==> config.mk <==
export PLATFORM = sky130hd
export DESIGN_NAME = cache_port_arbiter_flat
export DESIGN_NICKNAME = d
export VERILOG_FILES = /design/src/rtl/cache_port_arbiter_if.sv /design/src/rtl/cache_port_arbiter.sv /design/src/flat_wrapper.sv
export SDC_FILE = /design/constraint.sdc
export NUM_CORES = 1
export LEC_CHECK = 0
export CAP_MARGIN = 20
export CELL_PAD_IN_SITES_DETAIL_PLACEMENT = 0
export CELL_PAD_IN_SITES_GLOBAL_PLACEMENT = 2
export CORE_ASPECT_RATIO = 0.6
export CORE_MARGIN = 2
export CORE_UTILIZATION = 25
export CTS_CLUSTER_SIZE = 16
export DETAILED_ROUTE_END_ITERATION = 6
export GPL_TIMING_DRIVEN = 1
export PLACE_DENSITY = 0.95
export SKIP_CTS_REPAIR_TIMING = 1
export SLEW_MARGIN = 10
export SYNTH_ARGS = -nofsm -noshare
export SYNTH_HDL_FRONTEND = slang
export SYNTH_SLANG_ARGS = --single-unit
==> constraint.sdc <==
create_clock -name clk -period 10.2 [get_ports clk]
set_input_delay 2.04 -clock clk [delete_from_list [all_inputs] [get_ports clk]]
set_output_delay 2.04 -clock clk [all_outputs]
set_load 0.01 [all_outputs]
==> src/rtl/cache_port_arbiter_if.sv <==
// Requester and Cache handshake bundle for cache_port_arbiter.
// master: the arbiter's view. slave: the requesters and Cache as seen from outside.
interface cache_port_arbiter_if;
  logic        i_req_valid;
  logic [31:0] i_addr;
  logic        i_req_ready;
  logic        i_resp_valid;
  logic [31:0] i_dout;

  logic        d_req_valid;
  logic [31:0] d_addr;
  logic        d_rw;
  logic [31:0] d_din;
  logic        d_req_ready;
  logic        d_resp_valid;
  logic [31:0] d_dout;
  logic        d_hit;

  logic        c_req_valid;
  logic [31:0] c_addr;
  logic        c_rw;
  logic [31:0] c_din;
  logic        c_ready;
  logic        c_resp_valid;
  logic [31:0] c_dout;
  logic        c_hit;

  modport master (
    input  i_req_valid, i_addr,
    output i_req_ready, i_resp_valid, i_dout,
    input  d_req_valid, d_addr, d_rw, d_din,
    output d_req_ready, d_resp_valid, d_dout, d_hit,
    output c_req_valid, c_addr, c_rw, c_din,
    input  c_ready, c_resp_valid, c_dout, c_hit
  );

  modport slave (
    output i_req_valid, i_addr,
    input  i_req_ready, i_resp_valid, i_dout,
    output d_req_valid, d_addr, d_rw, d_din,
    input  d_req_ready, d_resp_valid, d_dout, d_hit,
    input  c_req_valid, c_addr, c_rw, c_din,
    output c_ready, c_resp_valid, c_dout, c_hit
  );
endinterface

==> src/rtl/cache_port_arbiter.sv <==
// Shares one unified Cache between the I-fetch and D-memory requesters.
// One transaction in flight; D has priority, with a starvation guard for I.
// Saturating hit/miss statistics counters.
module cache_port_arbiter #(
  parameter int unsigned STARVE_LIMIT = 4,
  parameter int unsigned CNT_W        = 32
) (
  input  logic                 clk,
  input  logic                 reset,
  cache_port_arbiter_if.master bus,
  output logic [CNT_W-1:0]     hit_count,
  output logic [CNT_W-1:0]     miss_count
);

  localparam int unsigned SW = $clog2(STARVE_LIMIT + 1);
  localparam logic [SW-1:0] LIMIT = SW'(STARVE_LIMIT);

  typedef enum logic [1:0] {IDLE, BUSY_I, BUSY_D} state_t;

  state_t            state_q, state_d;
  logic [SW-1:0]     starve_q, starve_d;
  logic [31:0]       addr_q, addr_d;
  logic              rw_q, rw_d;
  logic [31:0]       din_q, din_d;
  logic [CNT_W-1:0]  hit_q, miss_q;

  logic              grant_i, grant_d, resp;
  logic              i_resp_valid, d_resp_valid, d_hit, c_req_valid;
  logic [31:0]       i_dout, d_dout;

  // State, starvation counter and latched request registers
  always_ff @(posedge clk or posedge reset) begin
    if (reset) begin
      state_q  <= IDLE;
      starve_q <= '0;
      addr_q   <= '0;
      rw_q     <= 1'b0;
      din_q    <= '0;
    end else begin
      state_q  <= state_d;
      starve_q <= starve_d;
      addr_q   <= addr_d;
      rw_q     <= rw_d;
      din_q    <= din_d;
    end
  end

  // Arbitration, next state and response routing
  always_comb begin
    state_d      = state_q;
    starve_d     = starve_q;
    addr_d       = addr_q;
    rw_d         = rw_q;
    din_d        = din_q;
    grant_i      = 1'b0;
    grant_d      = 1'b0;
    resp         = 1'b0;
    c_req_valid  = 1'b0;
    i_resp_valid = 1'b0;
    i_dout       = '0;
    d_resp_valid = 1'b0;
    d_dout       = '0;
    d_hit        = 1'b0;
    case (state_q)
      IDLE: begin
        // grant is gated by reset so every output reads 0 while reset is held
        if (!reset && bus.c_ready) begin
          if (bus.d_req_valid && !(bus.i_req_valid && starve_q == LIMIT))
            grant_d = 1'b1;
          else if (bus.i_req_valid)
            grant_i = 1'b1;
        end
        if (grant_d) begin
          state_d = BUSY_D;
          addr_d  = bus.d_addr;
          rw_d    = bus.d_rw;
          din_d   = bus.d_din;
          if (bus.i_req_valid && starve_q != LIMIT)
            starve_d = starve_q + SW'(1);
        end else if (grant_i) begin
          state_d  = BUSY_I;
          addr_d   = bus.i_addr;
          rw_d     = 1'b0;
          din_d    = '0;
          starve_d = '0;
        end
      end
      BUSY_I: begin
        c_req_valid = 1'b1;
        if (bus.c_resp_valid) begin
          resp         = 1'b1;
          i_resp_valid = 1'b1;
          i_dout       = bus.c_dout;
          state_d      = IDLE;
        end
      end
      BUSY_D: begin
        c_req_valid = 1'b1;
        if (bus.c_resp_valid) begin
          resp         = 1'b1;
          d_resp_valid = 1'b1;
          d_dout       = bus.c_dout;
          d_hit        = bus.c_hit;
          state_d      = IDLE;
        end
      end
      default: state_d = IDLE;
    endcase
  end

  // Saturating hit/miss counters, stepped once per completed access
  always_ff @(posedge clk or posedge reset) begin
    if (reset) begin
      hit_q  <= '0;
      miss_q <= '0;
    end else if (resp) begin
      if (bus.c_hit) begin
        if (hit_q != '1) hit_q <= hit_q + CNT_W'(1);
      end else begin
        if (miss_q != '1) miss_q <= miss_q + CNT_W'(1);
      end
    end
  end

  assign bus.i_req_ready  = grant_i;
  assign bus.d_req_ready  = grant_d;
  assign bus.i_resp_valid = i_resp_valid;
  assign bus.i_dout       = i_dout;
  assign bus.d_resp_valid = d_resp_valid;
  assign bus.d_dout       = d_dout;
  assign bus.d_hit        = d_hit;
  assign bus.c_req_valid  = c_req_valid;
  assign bus.c_addr       = addr_q;
  assign bus.c_rw         = rw_q;
  assign bus.c_din        = din_q;
  assign hit_count        = hit_q;
  assign miss_count       = miss_q;

endmodule
==> src/flat_wrapper.sv <==
// flat-port wrapper written by rule: the top's interface ports become plain ports
module cache_port_arbiter_flat 
#(
  parameter int unsigned STARVE_LIMIT = 4,
  parameter int unsigned CNT_W        = 32
)
  (clk, reset, hit_count, miss_count, bus_i_req_valid, bus_i_addr, bus_i_req_ready, bus_i_resp_valid, bus_i_dout, bus_d_req_valid, bus_d_addr, bus_d_rw, bus_d_din, bus_d_req_ready, bus_d_resp_valid, bus_d_dout, bus_d_hit, bus_c_req_valid, bus_c_addr, bus_c_rw, bus_c_din, bus_c_ready, bus_c_resp_valid, bus_c_dout, bus_c_hit);
  cache_port_arbiter_if bus_i ();
  input  logic clk;
  input  logic reset;
  output logic [CNT_W-1:0] hit_count;
  output logic [CNT_W-1:0] miss_count;
  input wire logic [$bits(bus_i.i_req_valid)-1:0] bus_i_req_valid;
  input wire logic [$bits(bus_i.i_addr)-1:0] bus_i_addr;
  output wire logic [$bits(bus_i.i_req_ready)-1:0] bus_i_req_ready;
  output wire logic [$bits(bus_i.i_resp_valid)-1:0] bus_i_resp_valid;
  output wire logic [$bits(bus_i.i_dout)-1:0] bus_i_dout;
  input wire logic [$bits(bus_i.d_req_valid)-1:0] bus_d_req_valid;
  input wire logic [$bits(bus_i.d_addr)-1:0] bus_d_addr;
  input wire logic [$bits(bus_i.d_rw)-1:0] bus_d_rw;
  input wire logic [$bits(bus_i.d_din)-1:0] bus_d_din;
  output wire logic [$bits(bus_i.d_req_ready)-1:0] bus_d_req_ready;
  output wire logic [$bits(bus_i.d_resp_valid)-1:0] bus_d_resp_valid;
  output wire logic [$bits(bus_i.d_dout)-1:0] bus_d_dout;
  output wire logic [$bits(bus_i.d_hit)-1:0] bus_d_hit;
  output wire logic [$bits(bus_i.c_req_valid)-1:0] bus_c_req_valid;
  output wire logic [$bits(bus_i.c_addr)-1:0] bus_c_addr;
  output wire logic [$bits(bus_i.c_rw)-1:0] bus_c_rw;
  output wire logic [$bits(bus_i.c_din)-1:0] bus_c_din;
  input wire logic [$bits(bus_i.c_ready)-1:0] bus_c_ready;
  input wire logic [$bits(bus_i.c_resp_valid)-1:0] bus_c_resp_valid;
  input wire logic [$bits(bus_i.c_dout)-1:0] bus_c_dout;
  input wire logic [$bits(bus_i.c_hit)-1:0] bus_c_hit;
  assign bus_i.i_req_valid = bus_i_req_valid;
  assign bus_i.i_addr = bus_i_addr;
  assign bus_i_req_ready = bus_i.i_req_ready;
  assign bus_i_resp_valid = bus_i.i_resp_valid;
  assign bus_i_dout = bus_i.i_dout;
  assign bus_i.d_req_valid = bus_d_req_valid;
  assign bus_i.d_addr = bus_d_addr;
  assign bus_i.d_rw = bus_d_rw;
  assign bus_i.d_din = bus_d_din;
  assign bus_d_req_ready = bus_i.d_req_ready;
  assign bus_d_resp_valid = bus_i.d_resp_valid;
  assign bus_d_dout = bus_i.d_dout;
  assign bus_d_hit = bus_i.d_hit;
  assign bus_c_req_valid = bus_i.c_req_valid;
  assign bus_c_addr = bus_i.c_addr;
  assign bus_c_rw = bus_i.c_rw;
  assign bus_c_din = bus_i.c_din;
  assign bus_i.c_ready = bus_c_ready;
  assign bus_i.c_resp_valid = bus_c_resp_valid;
  assign bus_i.c_dout = bus_c_dout;
  assign bus_i.c_hit = bus_c_hit;
  cache_port_arbiter #(.STARVE_LIMIT(STARVE_LIMIT), .CNT_W(CNT_W)) u_core (.clk(clk), .reset(reset), .bus(bus_i), .hit_count(hit_count), .miss_count(miss_count));
endmodule
==> reports/metrics.yaml, run 1 <==
status: "finished, final reports clean"
worst_pin_slew_ps: 996
powerDensity_nw_per_um2: 197
synth_warnings: 0
clock_latency_ps: 430
fp-row-count: 45
crit_path_end_kind: "output port"
multiInputGateArea_um2: 3000
synth-seq-cells: 134
slowest_delay_ps: 610
cts_tree: "built"
syn_avg_cell_area_um2: 10.4
stdcell_area_um2: 10800
die_h_um: 129
cp-start-kind: "input pin"
cp.arrival_ps: 4720
finalHoldViolCount: 0
grt_pass1_wl_mm: 34.9
gp_congestion: 0.799
drive_gt1_share_pct: 4.67
pwr-share-comb_pct: 35.8
critPathSlowestCell: "clkdlybuf4s50_1"
swShare_pct: 31.6
grt_pass1_vias: 5876
cap_violations: 0
clock_power_share_pct: 27.7
drt_iter0_drc: 420
post_synth_num_cell_types: 37
synthesis.nets: 772
grt_max_degree: 98
path_delay_family: "buffers and inverters"
ir_drop_uv: 121
period_share_pct: 66.3
wl_mm: 23.1
antenna_left: 0
seq_power_share_pct: 36.5
htreeDepth: 4
yosysMostFrequentCell: "dfrtp_1"
max-clock-path-buffers: 2
dpl.hpwl_mm: 17.4
start_util_pct: 25.6
critPathBufInv: 4
io_buffers: 334
worstHoldPathType: "reg -> reg"
yosys.area.top_type: "dfrtp_1"
path_clk_slew_ps: 60
final_nets: 1095
vias: 6056
first_pass_iters: 5
maxSlewViolCount: 0
synth_async_sr_flop_share_pct: 100
postPlaceCellArea_um2: 10200
critical_path.max_fanout: 36
syn_inst: 629
syn_to_final_growth_pct: 64.8
synth_top_area_share_pct: 51.3
rsz0062_at_grt: "false"
p_sw_uw: 670
grt_usage_pct: 16.6
path_cells: "clkdlybuf4s50_1 -> nor2b_1 -> and3_2 -> buf_4 -> and2_1 -> buf_4 -> clkdlybuf4s50_1"
overflow: 0
slew_headroom_pct: 33.1
drc: 0
tns_ps: 0
synthTopCellsByArea: "dfrtp_1, and3_1, mux2i_1"
dieArea_um2: 27500
numCtsBuffers: 17
finClkSkew_ps: 9.34
core_area_um2: 25500
synth-edff-count: 0
fill_cells: 2479
netlist_area_um2: 6540
synth_ff_type: "dfrtp_1"
regArea_um2: 3350
wire_per_inst_um: 17.5
antenna_found_initial: 2
fmax_ghz: 0.148
clock-root-buffer: "clkbuf_16"
finalSetupViolations: 0
synth_commonest_cells: "dfrtp_1, and3_1, nand2_1, o21ai_0"
crit_required_ps: 8160
critPathKind: "in -> out"
cellLeakagePower_uw: 0.00463
routed_via_density: 4.59
pin_count: 335
post-route-min-period_ps: 6760
internal-power_uw: 1450
yosysSeqAreaShare_pct: 51.3
die-width_um: 213
cts_sinks: 134
==> cell type report <==
cell class | instances | share of cell area (%)
repair buffers | 339 | 31.4
flip-flops and latches | 134 | 31.1
multi-input cells | 449 | 27.8
clock buffers | 19 | 4.11
well taps | 352 | 4.09
clock inverters | 12 | 0.976
inverters | 11 | 0.430
diodes | 2 | 0.0465
==> layer usage <==
| metal | wire [um] | track usage (%) | vias up |
|---|---|---|---|
| met2 | 10500 | 24.8 | 190 |
| met1 | 10400 | 22.4 | 2920 |
| met4 | 269 | 4.28 | 2 |
| met3 | 1960 | 6.71 | 20 |
| li1 | - | - | 2924 |
| met5 | 13 | 0 | - |
==> metrics by stage <==
| step | std cells | setup slack (ps) | power (uW) | utilization [%] | hold slack [ps] |
|---|---|---|---|---|---|
| 6_report | 1318 | 3440 | 2120 | 42.2 | 475 |
| 5_1_grt | 1317 | 3290 | 2250 | 42.2 | 501 |
| 4_1_cts | 1316 | 3390 | 2140 | 42.2 | 483 |
| 3_5_place_dp | 1285 | 3410 | 1540 | 40.1 | 470 |
| 3_3_place_gp | 1285 | 3430 | 1540 | 40.1 | 460 |
| 2_1_floorplan | 629 | 4580 | 1060 | - | 445 |
==> power by group through the flow <==
stage | logic [uW] | registers, uW | clock network (uW)
floorplan | 225 | 835 | 0
global placement | 767 | 776 | 0
detailed placement | 770 | 775 | 0
CTS | 771 | 775 | 597
global route | 821 | 798 | 628
finish | 758 | 774 | 586
==> placed cells by master (no fill, tap or decap), types with 21 or more instances in the layout <==
master,instances
nor2_1,21
nand4_1,23
nand3_1,29
mux2i_1,32
xnor2_1,36
a22o_1,36
xor2_1,24
clkdlybuf4s50_1,334
nand2_1,64
o21ai_0,37
dfrtp_1,134
and3_1,80
==> registers in the layout, summed over array words and instances (netlist names) <==
register	flops
u_core.state_q	2
u_core.hit_count	32
u_core.bus.c_rw	1
u_core.bus.c_addr	32
u_core.bus.c_din	32
u_core.miss_count	32
u_core.starve_q	3
==> cell families after synthesis <==
family / synth area share [%]
mux: 5.59
compound gates: 8.85
simple gates: 22.0
flops: 51.3
buf+inv: 2.85
xor+xnor: 8.04
fa+ha+maj: 1.34
==> worst paths after layout <==
check	startpoint	end	cells past startpoint	slack (ps)
max in group asynchronous	reset	u_core.miss_count[19]$_DFFE_PP0P_	3	6750
hold / removal	u_core.bus.c_addr[16]$_DFFE_PP0P_	u_core.bus.c_addr[16]$_DFFE_PP0P_	2	470
setup / recovery	reset	bus_d_req_ready	7	3440
hold reg to reg	u_core.bus.c_addr[16]$_DFFE_PP0P_	u_core.bus.c_addr[16]$_DFFE_PP0P_	2	470
setup reg to reg	u_core.state_q[0]$_DFFE_PP0P_	u_core.hit_count[26]$_DFFE_PP0P_	7	7300
min in group asynchronous	reset	u_core.starve_q[1]$_DFFE_PP0P_	2	2090
==> worst min-delay path, stage by stage (launching register included) <==
cell and delay [ps]:
dfrtp_1 340, nand2_1 40, o21ai_0 60
(Power assumes the default switching activity.)
==> run 2: changes to the inputs <==
Settings changed: CORE_UTILIZATION 25 to 23, PLACE_DENSITY 0.95 to 0.9.
Clock period 10.2 ns to 7.04 ns, I/O delays scaled along.
==> run 2 against run 1 <==
Sequential power increased by 45%. Power up 48%. The run now ends with design-rule violations left. Sequential cell count unchanged. Cell area grew 0.72%. Clock power rose by 53%. Clock skew decreased by 1.7 ps. Via count shrank 0.36%. Global-route usage shrank 1.0 points. Worst hold slack improved by 1.3 ps. Critical endpoint is now bus_i_dout[1].
==> reports/metrics.yaml, run 2 (same netlist as run 1, synthesis figures left out) <==
status: "finished, violations left"  # was finished, final reports clean
violations: "design-rule violations"
final_cells: 1335  # was 1318
final_nets: 1098  # was 1095
seq_power_share_pct: 35.9  # was 36.5%
dieArea_um2: 29800  # was 27500 um^2
critical_path.max_fanout: 39  # was 36
cts_tree: "built"  # unchanged
cp_common_cell: "clkdlybuf4s50_1"
path_clk_slew_ps: 60  # about the same
tns_ps: 0  # unchanged
routed_via_density: 4.52  # was 4.59
p_sw_uw: 980  # was 670 uW
total_power_uw: 3130  # was 2120 uW
cap_violations: 0  # unchanged
cp.arrival_ps: 3710  # was 4720 ps
gp_congestion: 0.743  # was 0.799
maxSlewViolCount: 0  # unchanged
clock_power_share_pct: 28.6  # was 27.7%
slew_headroom_pct: 29.1  # was 33.1%
holdWs_ps: 476  # was 475 ps
critPathKind: "in -> out"  # unchanged
fmax_ghz: 0.195
finClkSkew_ps: 7.61  # was 9.34 ps
clock-root-buffer: "clkbuf_16"  # unchanged
internal-power_uw: 2150  # was 1450 uW
rsz0062_at_grt: "false"  # unchanged
pin_count: 335  # unchanged
finalHoldViolCount: 0  # unchanged
dp.cells: 1301  # was 1285
syn_to_final_growth_pct: 66.0  # was 64.8%
grt_pass1_vias: 5848  # was 5876
antenna_found_initial: 2  # unchanged
vias: 6034  # was 6056
first_pass_iters: 7  # was 5
worst_pin_slew_ps: 1060  # was 996 ps
swShare_pct: 31.3  # was 31.6%
htreeDepth: 4  # unchanged
drt_iter0_drc: 388  # was 420
core_area_um2: 27800  # was 25500 um^2
layout_commonest_cell: "clkdlybuf4s50_1"  # unchanged
path_cells: "clkdlybuf4s50_1 -> buf_4 -> and3_1 -> clkdlybuf4s50_1"  # was clkdlybuf4s50_1 -> nor2b_1 -> and3_2 -> buf_4 -> and2_1 -> buf_4 -> clkdlybuf4s50_1
grt_usage_pct: 15.6  # was 16.6%
grt_max_degree: 77  # was 98
die_h_um: 135  # was 129 um
critPathSlowestCell: "clkdlybuf4s50_1"  # unchanged
powerDensity_nw_per_um2: 288  # was 197 nW/um^2
crit_path_end_kind: "output port"  # unchanged
start_util_pct: 23.5  # was 25.6%
fp-row-count: 47  # was 45
slowest_delay_ps: 1070  # was 610 ps
overflow: 0  # unchanged
pre_cts_slack_ps: 1920  # was 3410 ps
numCtsBuffers: 17  # unchanged
most-common-layout-cells: "clkdlybuf4s50_1, dfrtp_1, and3_1, nand2_1, o21ai_0"  # unchanged
wire_per_inst_um: 17.7  # was 17.5 um
layout_setup_ws_ps: 1920  # was 3440 ps
post-route-min-period_ps: 5120
drc: 9  # was 0
clock_latency_ps: 440  # was 430 ps
max-clock-path-buffers: 2  # unchanged
period_share_pct: 72.7
drive_gt1_share_pct: 4.96  # was 4.67%
dpl.hpwl_mm: 17.6  # was 17.4 mm
finalSetupViolations: 0  # unchanged
cp-start-kind: "input pin"  # unchanged
wl_mm: 23.6  # was 23.1 mm
grt_pass1_wl_mm: 35.5  # was 34.9 mm
cellLeakagePower_uw: 0.00466  # was 0.00463 uW
cts_sinks: 134  # unchanged
die-width_um: 222  # was 213 um
io_buffers: 334  # unchanged
crit_required_ps: 5630  # was 8160 ps
ir_drop_uv: 186  # was 121 uV
antenna_left: 0  # unchanged
worstHoldPathType: "reg -> reg"  # unchanged
pwr-share-comb_pct: 35.5  # was 35.8%
## run 2: cell count changes in the layout (fill, tap and decap cells not counted), sizes merged
cell / change
inv: -1
bufinv: +1
buf: +3
clkinv: -1
diode: -1
clkbuf: +1
## run 2: worst max-delay path: cells and delay by family
kind | cells | cell delay (ps)
and+or+nand+nor | 1 | 200
buffers and inverters | 3 | 2090
## run 2: path summary, 6_finish.rpt
check                                            startpoint                                end  slack [ps]  depth (start not counted)
setup / recovery                           bus_c_resp_valid                      bus_i_dout[1]        1920                          4
hold / removal             u_core.bus.c_addr[3]$_DFFE_PP0P_   u_core.bus.c_addr[3]$_DFFE_PP0P_         480                          2
setup reg to reg              u_core.state_q[0]$_DFFE_PP0P_  u_core.miss_count[27]$_DFFE_PP0P_        4270                          7
hold reg to reg            u_core.bus.c_addr[3]$_DFFE_PP0P_   u_core.bus.c_addr[3]$_DFFE_PP0P_         480                          2
max in group asynchronous                             reset  u_core.miss_count[26]$_DFFE_PP0P_        4200                          3
min in group asynchronous                             reset     u_core.starve_q[2]$_DFFE_PP0P_        1440                          2
## run 2: metrics by stage
step,util [%],instance area [um^2]
floorplan,-,6540
global placement,36.9,10200
detailed placement,36.9,10200
CTS,39.0,10800
global route,39.1,10800
finish,39.1,10800
## run 2: cell type report
cell class                 instances  area, um^2
clock buffer                      20         457
sequential                       134        3350
timing repair buffer             342        3410
tap                              367         459
antenna                            1        2.50
multi-input combinational        449        3000
fill                            2718       16900
inverter                          11        46.3
clock inverter                    11         125
## run 2: layer usage
metal  up-vias  share of wire, %  track usage (%)  routed length, um
met4         2               1.1             5.22                269
met1      2899                45             19.9              10500
met2       182                45             23.4              10700
li1       2930                 -                -                  -
met5         -             0.055                0                 13
met3        21               8.8             7.05               2060
## run 2: power by group through the flow
stage	clock network, uW	registers (uW)	logic, uW
finish	896	1120	1110
global route	951	1160	1200
CTS	918	1120	1130
detailed placement	0	1130	1120
global placement	0	1120	1130
floorplan	0	1210	327
==> run 3: changes to the inputs <==
Settings changed: CORE_UTILIZATION 23 to 21, PLACE_DENSITY 0.9 to 0.87.
Clock period 7.04 ns to 4.67 ns, I/O delays scaled along.
==> run 3 against run 2 <==
The flow now finishes without violations. Cell area is 1.2% higher. Utilization is 2.9 points lower. Sequential power is 52% higher. Largest cell class unchanged. Clock-buffer cell count is 1 lower.
==> reports/metrics.yaml, run 3 (same netlist as run 1, synthesis figures left out) <==
status: "finished, final reports clean"  # was finished, violations left
grt_max_degree: 98  # was 77
gp_congestion: 0.776  # was 0.743
finClkSkew_ps: 8.27  # was 7.61 ps
total_power_uw: 4810  # was 3130 uW
dieArea_um2: 32600  # was 29800 um^2
critPathSlowestCell: "clkdlybuf4s50_1"  # unchanged
cts_tree: "built"  # unchanged
rrSetupSlack_ps: 2090  # was 4270 ps
cp.arrival_ps: 2710  # was 3710 ps
antenna_found_initial: 0  # was 2
hold_path_end: "u_core.bus.c_addr[17]$_DFFE_PP0P_"  # was u_core.bus.c_addr[3]$_DFFE_PP0P_
pin_count: 335  # unchanged
worst_pin_slew_ps: 1030  # was 1060 ps
cp_common_cell: "clkdlybuf4s50_1"  # unchanged
core_area_um2: 30300  # was 27800 um^2
drive_gt1_share_pct: 5.16  # was 4.96%
final_cells: 1377  # was 1335
min_from: "u_core.bus.c_addr[17]$_DFFE_PP0P_"  # was u_core.bus.c_addr[3]$_DFFE_PP0P_
crit_required_ps: 3740  # was 5630 ps
path_clk_slew_ps: 60  # about the same
most-common-layout-cells: "clkdlybuf4s50_1, dfrtp_1, and3_1, nand2_1, o21ai_0"  # unchanged
hold_depth: 2  # unchanged
layout_setup_ws_ps: 1030  # was 1920 ps
first_pass_iters: 4  # was 7
drc: 0  # was 9
max-clock-path-buffers: 2  # unchanged
finalSetupViolations: 0  # unchanged
dp.cells: 1343  # was 1301
stdcell_area_um2: 11000  # was 10800 um^2
slowest_delay_ps: 600  # was 1070 ps
grt_pass1_vias: 6004  # was 5848
rr_startpoint: "u_core.miss_count[0]$_DFFE_PP0P_"  # was u_core.state_q[0]$_DFFE_PP0P_
worstHoldPathType: "reg -> reg"  # unchanged
period_share_pct: 77.9
antenna_left: 0  # unchanged
die-width_um: 232  # was 222 um
postPlaceCellArea_um2: 10300  # was 10200 um^2
worst-r2r-cell-count: 6  # was 7
fmax_ghz: 0.275
pre_cts_slack_ps: 1060  # was 1920 ps
cellLeakagePower_uw: 0.00470  # was 0.00466 uW
cp-start-kind: "input pin"  # unchanged
critical_path.max_fanout: 4  # was 39
grt_pass1_wl_mm: 36.0  # was 35.5 mm
maxSlewViolCount: 0  # unchanged
powerDensity_nw_per_um2: 438  # was 288 nW/um^2
final_nets: 1099  # was 1098
syn_to_final_growth_pct: 67.9  # was 66.0%
routed_via_density: 4.34  # was 4.52
slew_headroom_pct: 30.8  # was 29.1%
drt_iter0_drc: 309  # was 388
critPathKind: "in -> out"  # unchanged
timing.rr.end: "u_core.miss_count[1]$_DFFE_PP0P_"  # was u_core.miss_count[27]$_DFFE_PP0P_
overflow: 0  # unchanged
tns_ps: 0  # unchanged
clock_latency_ps: 440  # about the same
antennaDiodeCount: 0  # was 1
wire_per_inst_um: 17.0  # was 17.7 um
ir_drop_uv: 243  # was 186 uV
post-route-min-period_ps: 3640
io_buffers: 334  # unchanged
path_cells: "clkdlybuf4s50_1 -> nor2b_1 -> and3_2 -> and2_1 -> clkdlybuf4s50_1"  # was clkdlybuf4s50_1 -> buf_4 -> and3_1 -> clkdlybuf4s50_1
finalHoldViolCount: 0  # unchanged
crit_path_end_kind: "output port"  # unchanged
wl_mm: 23.4  # was 23.6 mm
numCtsBuffers: 17  # unchanged
dpl.hpwl_mm: 17.5  # was 17.6 mm
vias: 5981  # was 6034
start_util_pct: 21.6  # was 23.5%
clock-root-buffer: "clkbuf_16"  # unchanged
layout_commonest_cell: "clkdlybuf4s50_1"  # unchanged
cap_violations: 0  # unchanged
die_h_um: 141  # was 135 um
grt_usage_pct: 14.4  # was 15.6%
htreeDepth: 4  # unchanged
rsz0062_at_grt: "false"  # unchanged
fp-row-count: 49  # was 47
cts_sinks: 134  # unchanged
-- run 3: report_power, final --
group / internal (uW) / total, uW / leakage (uW) / switching (uW)
clock: 860 / 1420 / 0.000286 / 559
sequential: 1480 / 1700 / 0.00176 / 219
combinational: 963 / 1690 / 0.00265 / 728
total: 3300 / 4810 / 0.00470 / 1510
-- run 3: cell type report --
type                    instances  area (um^2)
clock buffers                  19          443
clock inverters                13          173
fillers                      3044        19300
inverters                      11         46.3
multi-input cells             449         3000
flip-flops and latches        134         3350
well taps                     408          510
repair buffers                343         3450
-- run 3: worst max-delay path by stage --
stage	startpoint	to	slack, ps	depth (start not counted)
2_1_floorplan	reset	u_core.bus.c_addr[0]$_DFFE_PP0P_	150	1
3_3_place_gp	bus_c_resp_valid	bus_d_hit	1070	4
3_5_place_dp	reset	bus_i_req_ready	1060	5
4_1_cts	u_core.state_q[1]$_DFFE_PP0P_	bus_i_dout[31]	980	4
5_1_grt	bus_c_resp_valid	bus_d_dout[21]	950	4
6_report	reset	bus_d_req_ready	1030	5
-- run 3: per-layer routing --
metal	share of wire, %	track usage, %	vias to the layer above
li1	-	-	2921
met1	45	18.9	2853
met2	44	21.3	189
met3	9.1	6.37	18
met4	1.0	3.81	0
met5	0	0	-
-- run 3: per-stage QoR --
| stage | util [%] | hold WS [ps] |
|---|---|---|
| after floorplan | - | 445 |
| after global placement | 34.1 | 460 |
| after detailed placement | 34.1 | 469 |
| after CTS | 36.1 | 483 |
| after global routing | 36.2 | 508 |
| final | 36.2 | 476 |
-- run 3: worst max-delay path: cells and delay by family --
family / cells / cell delay, ps
simple gates: 3 / 690
buf+inv: 2 / 1080
